$ cat src/rtl/demux64x1_4_buf.sv
// 1-to-4 routing demultiplexer: each accepted word is queued in a small FIFO
// for its destination, and each destination drains through its own valid/ready.
module demux64x1_4_buf #(
    parameter int WIDTH = 64,
    parameter int DEPTH = 2
) (
    input  logic                              clk,
    input  logic                              reset_n,
    input  logic                              in_valid,
    output logic                              in_ready,
    input  logic [WIDTH-1:0]                  in_data,
    input  logic [1:0]                        in_select,
    output logic [3:0]                        out_valid,
    input  logic [3:0]                        out_ready,
    output logic [WIDTH-1:0]                  out_data_0,
    output logic [WIDTH-1:0]                  out_data_1,
    output logic [WIDTH-1:0]                  out_data_2,
    output logic [WIDTH-1:0]                  out_data_3,
    output logic [4*($clog2(DEPTH)+1)-1:0]    occupancy,
    output logic                              overflow_sticky
);

    localparam int NUM_CH = 4;
    localparam int PTR_W  = $clog2(DEPTH);
    localparam int CNT_W  = PTR_W + 1;

    logic [NUM_CH-1:0] full;
    logic [NUM_CH-1:0] empty;
    logic [NUM_CH-1:0] push;
    logic [NUM_CH-1:0] pop;
    logic [WIDTH-1:0]  head [NUM_CH];
    logic              accept;

    logic              stall_q;
    logic [1:0]        sel_q;

    // NOTE: full comes from the registered count only, so a pop in the same
    // cycle cannot reopen in_ready; the freed slot is visible one cycle later.
    assign in_ready = ~full[in_select];
    assign accept   = in_valid & in_ready;

    for (genvar ch = 0; ch < NUM_CH; ch++) begin : g_ch
        logic [WIDTH-1:0] mem [DEPTH];
        logic [PTR_W-1:0] rd_ptr;
        logic [PTR_W-1:0] wr_ptr;
        logic [CNT_W-1:0] count;

        assign full[ch]  = (count == CNT_W'(DEPTH));
        assign empty[ch] = (count == '0);
        assign push[ch]  = accept && (in_select == 2'(ch));
        assign pop[ch]   = ~empty[ch] & out_ready[ch];

        always_ff @(posedge clk or negedge reset_n) begin
            if (!reset_n) begin
                rd_ptr <= '0;
                wr_ptr <= '0;
                count  <= '0;
            end else begin
                if (push[ch]) wr_ptr <= wr_ptr + PTR_W'(1);
                if (pop[ch])  rd_ptr <= rd_ptr + PTR_W'(1);
                case ({push[ch], pop[ch]})
                    2'b10:   count <= count + CNT_W'(1);
                    2'b01:   count <= count - CNT_W'(1);
                    default: count <= count;
                endcase
            end
        end

        // NOTE: storage has no reset; the head mux below hides stale entries
        // whenever the FIFO is empty, so a reset on the array buys nothing.
        always_ff @(posedge clk) begin
            if (push[ch]) mem[wr_ptr] <= in_data;
        end

        assign head[ch]      = empty[ch] ? '0 : mem[rd_ptr];
        assign out_valid[ch] = ~empty[ch];
        assign occupancy[ch*CNT_W +: CNT_W] = count;
    end

    assign out_data_0 = head[0];
    assign out_data_1 = head[1];
    assign out_data_2 = head[2];
    assign out_data_3 = head[3];

    // A stalled producer must hold its destination; a changed select while
    // the previous cycle was stalled is latched as a protocol violation.
    always_ff @(posedge clk or negedge reset_n) begin
        if (!reset_n) begin
            stall_q         <= 1'b0;
            sel_q           <= 2'b00;
            overflow_sticky <= 1'b0;
        end else begin
            stall_q <= in_valid & ~in_ready;
            sel_q   <= in_select;
            if (stall_q && in_valid && (in_select != sel_q))
                overflow_sticky <= 1'b1;
        end
    end

endmodule

$ cat config.mk
export PLATFORM = sky130hd
export DESIGN_NAME = demux64x1_4_buf
export DESIGN_NICKNAME = d
export VERILOG_FILES = /design/src/rtl/demux64x1_4_buf.sv
export SDC_FILE = /design/constraint.sdc
export NUM_CORES = 1
export LEC_CHECK = 0
export CORE_UTILIZATION = 47
export CTS_CLUSTER_DIAMETER = 30
export DETAILED_ROUTE_END_ITERATION = 7
export GPL_ROUTABILITY_DRIVEN = 0
export MAX_ROUTING_LAYER = met4
export PLACE_DENSITY = 0.8
export SLEW_MARGIN = 30
export SYNTH_ARGS = -nofsm -noshare
export SYNTH_HDL_FRONTEND = slang
export SYNTH_SLANG_ARGS = --single-unit
$ cat constraint.sdc
create_clock -name clk -period 7.6 [get_ports clk]
set_clock_uncertainty 0.2 [all_clocks]
set_input_delay 0.76 -clock clk [delete_from_list [all_inputs] [get_ports clk]]
set_output_delay 0.76 -clock clk [all_outputs]
set_load 0.02 [all_outputs]
==> run metrics <==
status=completed; clock latency on the worst-skew pair=620 ps; global route total overflow=0; Net Count, Synth=1,251; vias in the first global route=12,370; Unique masters post-synth=27; Die Height=209.2 um; commonest non-fill, non-tap cell in the layout=edfxtp_1; non-filler cells, final=2,194; Vias=11,660; Critical Path RT=6640 ps; Max FO, Critical Path=38; half-perimeter wire length after placement=29,830 um; Clock Tree Root=clkbuf_16; max incr delay on CP=800 ps; Final Cell Area=0.02773 sq mm; total of max-cap violations=0; drt first pass iters=5; CP Launch Type=flop; final hold violations=0; dpl ws=3534 ps; Critical Path Slowest Stage Cell=dfrtp_4; worst-path cell chain=buf_4 > mux2i_1 > nor2_1 > clkdlybuf4s50_1; CTS tree=yes; most frequent cells in the layout=512 x edfxtp_1, 341 x clkdlybuf4s50_1, 260 x nor2_1; final setup fails=0; clock-pin slew on the worst setup and hold paths=50 ps; Area contributors post-synth=edfxtp_1 76%, mux2i_1 13%, nor2_1 5.1%; grt met2 use=40.34%; Placement Cell Area=0.02431 sq mm; CORE AREA=0.04213 sq mm; setup_tns=0 ps; diode count=0; final WL=50,450 um; Max clock buf depth=3; worst hold path type=flop to flop; H-Tree Depth=3; Worst Path Buf+Inv=2; largest net degree at the start of global routing=65; Cells after DPL=2,015; fin. max-slew vios=0; I/O pins=343; Initial Util=47.87%; fin crit period=4268 ps; number of port buffers=342; die width=209.2 um; Post-CTS Resized=0; Filler Cells Inserted=2,797; P_leak=10.25 nW; All-Layer GR Usage=23.93%; top cell type's share of synthesized area=76.23%; worst endpoint data arrival time=3310 ps; Synth Warn #=0; Tcrit/Tclk final=56.16%; initial DRC count=792; # DRC=0; final setup margin=3332 ps; WS Path Type=flop to output pin; mapped cell area=0.02017 sq mm; grt met1 use=29.01%; cell taking the most area after synthesis=edfxtp_1; share of layout cells above drive strength 1=12.33%; Worst Tran Pin Value=1003 ps; delay-heaviest family, CP=buffers and inverters; Vias per Instance=5.316; RSZ-0062 raised after global routing=false; antenna violations before repair=0; Die ar.=0.04375 sq mm; cts bufs inserted=95; WL/cell=22.99 um; clock sink total=532; GR Util met3=4.298%; crit end category=output pin; Slew headroom=33.12%; fin util=65.82%; Mapped Cells=1,174; antenna viol nets, final=0; first-pass GRT wire length=74,560 um; NumNets Final=1,651; Fmax=0.2343 GHz; pwr/cell area=450.3 mW/mm^2; VDD IR max=0.3219 mV; Top Usage Layer GRT=met2; Yosys reg bits=532; Row Count=75; post-synthesis area per instance=17.18 sq um; sequential area share after synthesis=78.71%; Layout area overhead=37.49%
[metal layers]
layer / vias up / wire [um] / share of wire (%)
met2: 543 / 26070 / 52
met3: 87 / 3394 / 6.7
met5: - / 0 / 0
met1: 5875 / 19880 / 39
li1: 5159 / - / -
met4: 0 / 1095 / 2.2
[cell usage after synthesis]
master and count:
a31o_2 1, and2_1 4, buf_1 17, buf_2 38, buf_6 2, clkbuf_1 3
dfrtp_1 20, edfxtp_1 512, ha_1 4, inv_1 9, mux2_2 1, mux2i_1 256
nand2_1 2, nand2b_1 1, nand3b_1 1, nand4b_1 1, nor2_1 272, nor2b_1 2
o2111ai_1 1, o211a_1 1, o211ai_1 1, o21ai_0 1, or3_1 1, or4b_4 1
xnor2_1 14, xnor2_2 1, xor2_1 7
[state kept, by name, indices dropped and copies added (netlist names)]
register,cells
g_ch.rd_ptr,4
stall_q,1
sel_q,2
g_ch.mem,512
g_ch.wr_ptr,4
g_ch.count,8
overflow_sticky,1
[stage by stage]
stage / power, W / hold slack (ps)
detailed placement: 0.008108 / 274.6
global route: 0.01289 / 311.7
global placement: 0.008046 / 265.1
floorplan: 0.006012 / 264.4
finish: 0.01249 / 283.2
CTS: 0.01259 / 284.9
[path summary, 6_finish.rpt]
| kind | startpoint | end | slack (ps) | cells past startpoint |
|---|---|---|---|---|
| worst max-delay path | g_ch[0].rd_ptr | out_data_0[51] | 3330 | 4 |
| worst min-delay path | overflow_sticky | overflow_sticky | 280 | 1 |
| worst max register to register | g_ch[1].count[1] | g_ch[1].mem[1][61] | 4420 | 4 |
| worst min register to register | overflow_sticky | overflow_sticky | 280 | 1 |
| max in group asynchronous | reset_n | g_ch[2].rd_ptr | 6390 | 2 |
| min in group asynchronous | reset_n | overflow_sticky | 440 | 2 |
[report_power, final]
group	internal, W	total (W)	switching, W
Combinational	0.00185	0.00431	0.00246
Sequential	0.00348	0.00375	0.000272
Clock	0.00299	0.00443	0.00144
Total	0.00832	0.0125	0.00417
[layout make-up]
cell class                 instances  area (sq um)  share of cell area (%)
inverter                           9         33.78                  0.1218
multi-input combinational        573          4063                   14.65
clock inverter                    73         954.7                   3.443
clock buffer                     105          2457                   8.861
tap                              539         674.4                   2.432
sequential                       532         15890                   57.30
timing repair buffer             363          3659                   13.19
[repair_timing]
item                                   in CTS  in global routing
setup endpoints to repair                   0                  0
buffers inserted                            0                  0
endpoints found under the hold margin       0                 20
hold buffers                                0                  1
[logic make-up (layout without fill, tap and decap cells)]
family                   count (synthesis)  after routing  share of synthesized area (%)
XOR/XNOR                                22             22                         0.9926
flip-flops                             532            532                          78.71
adder cells (fa/ha/maj)                  4              4                         0.2481
AO/OA/AOI/OAI                            5              5                         0.1985
buffers and inverters                   69            550                          1.594
AND/OR/NAND/NOR                        285            285                          5.496
multiplexers                           257            257                          12.76
Power figures use the tool's default switching activity.
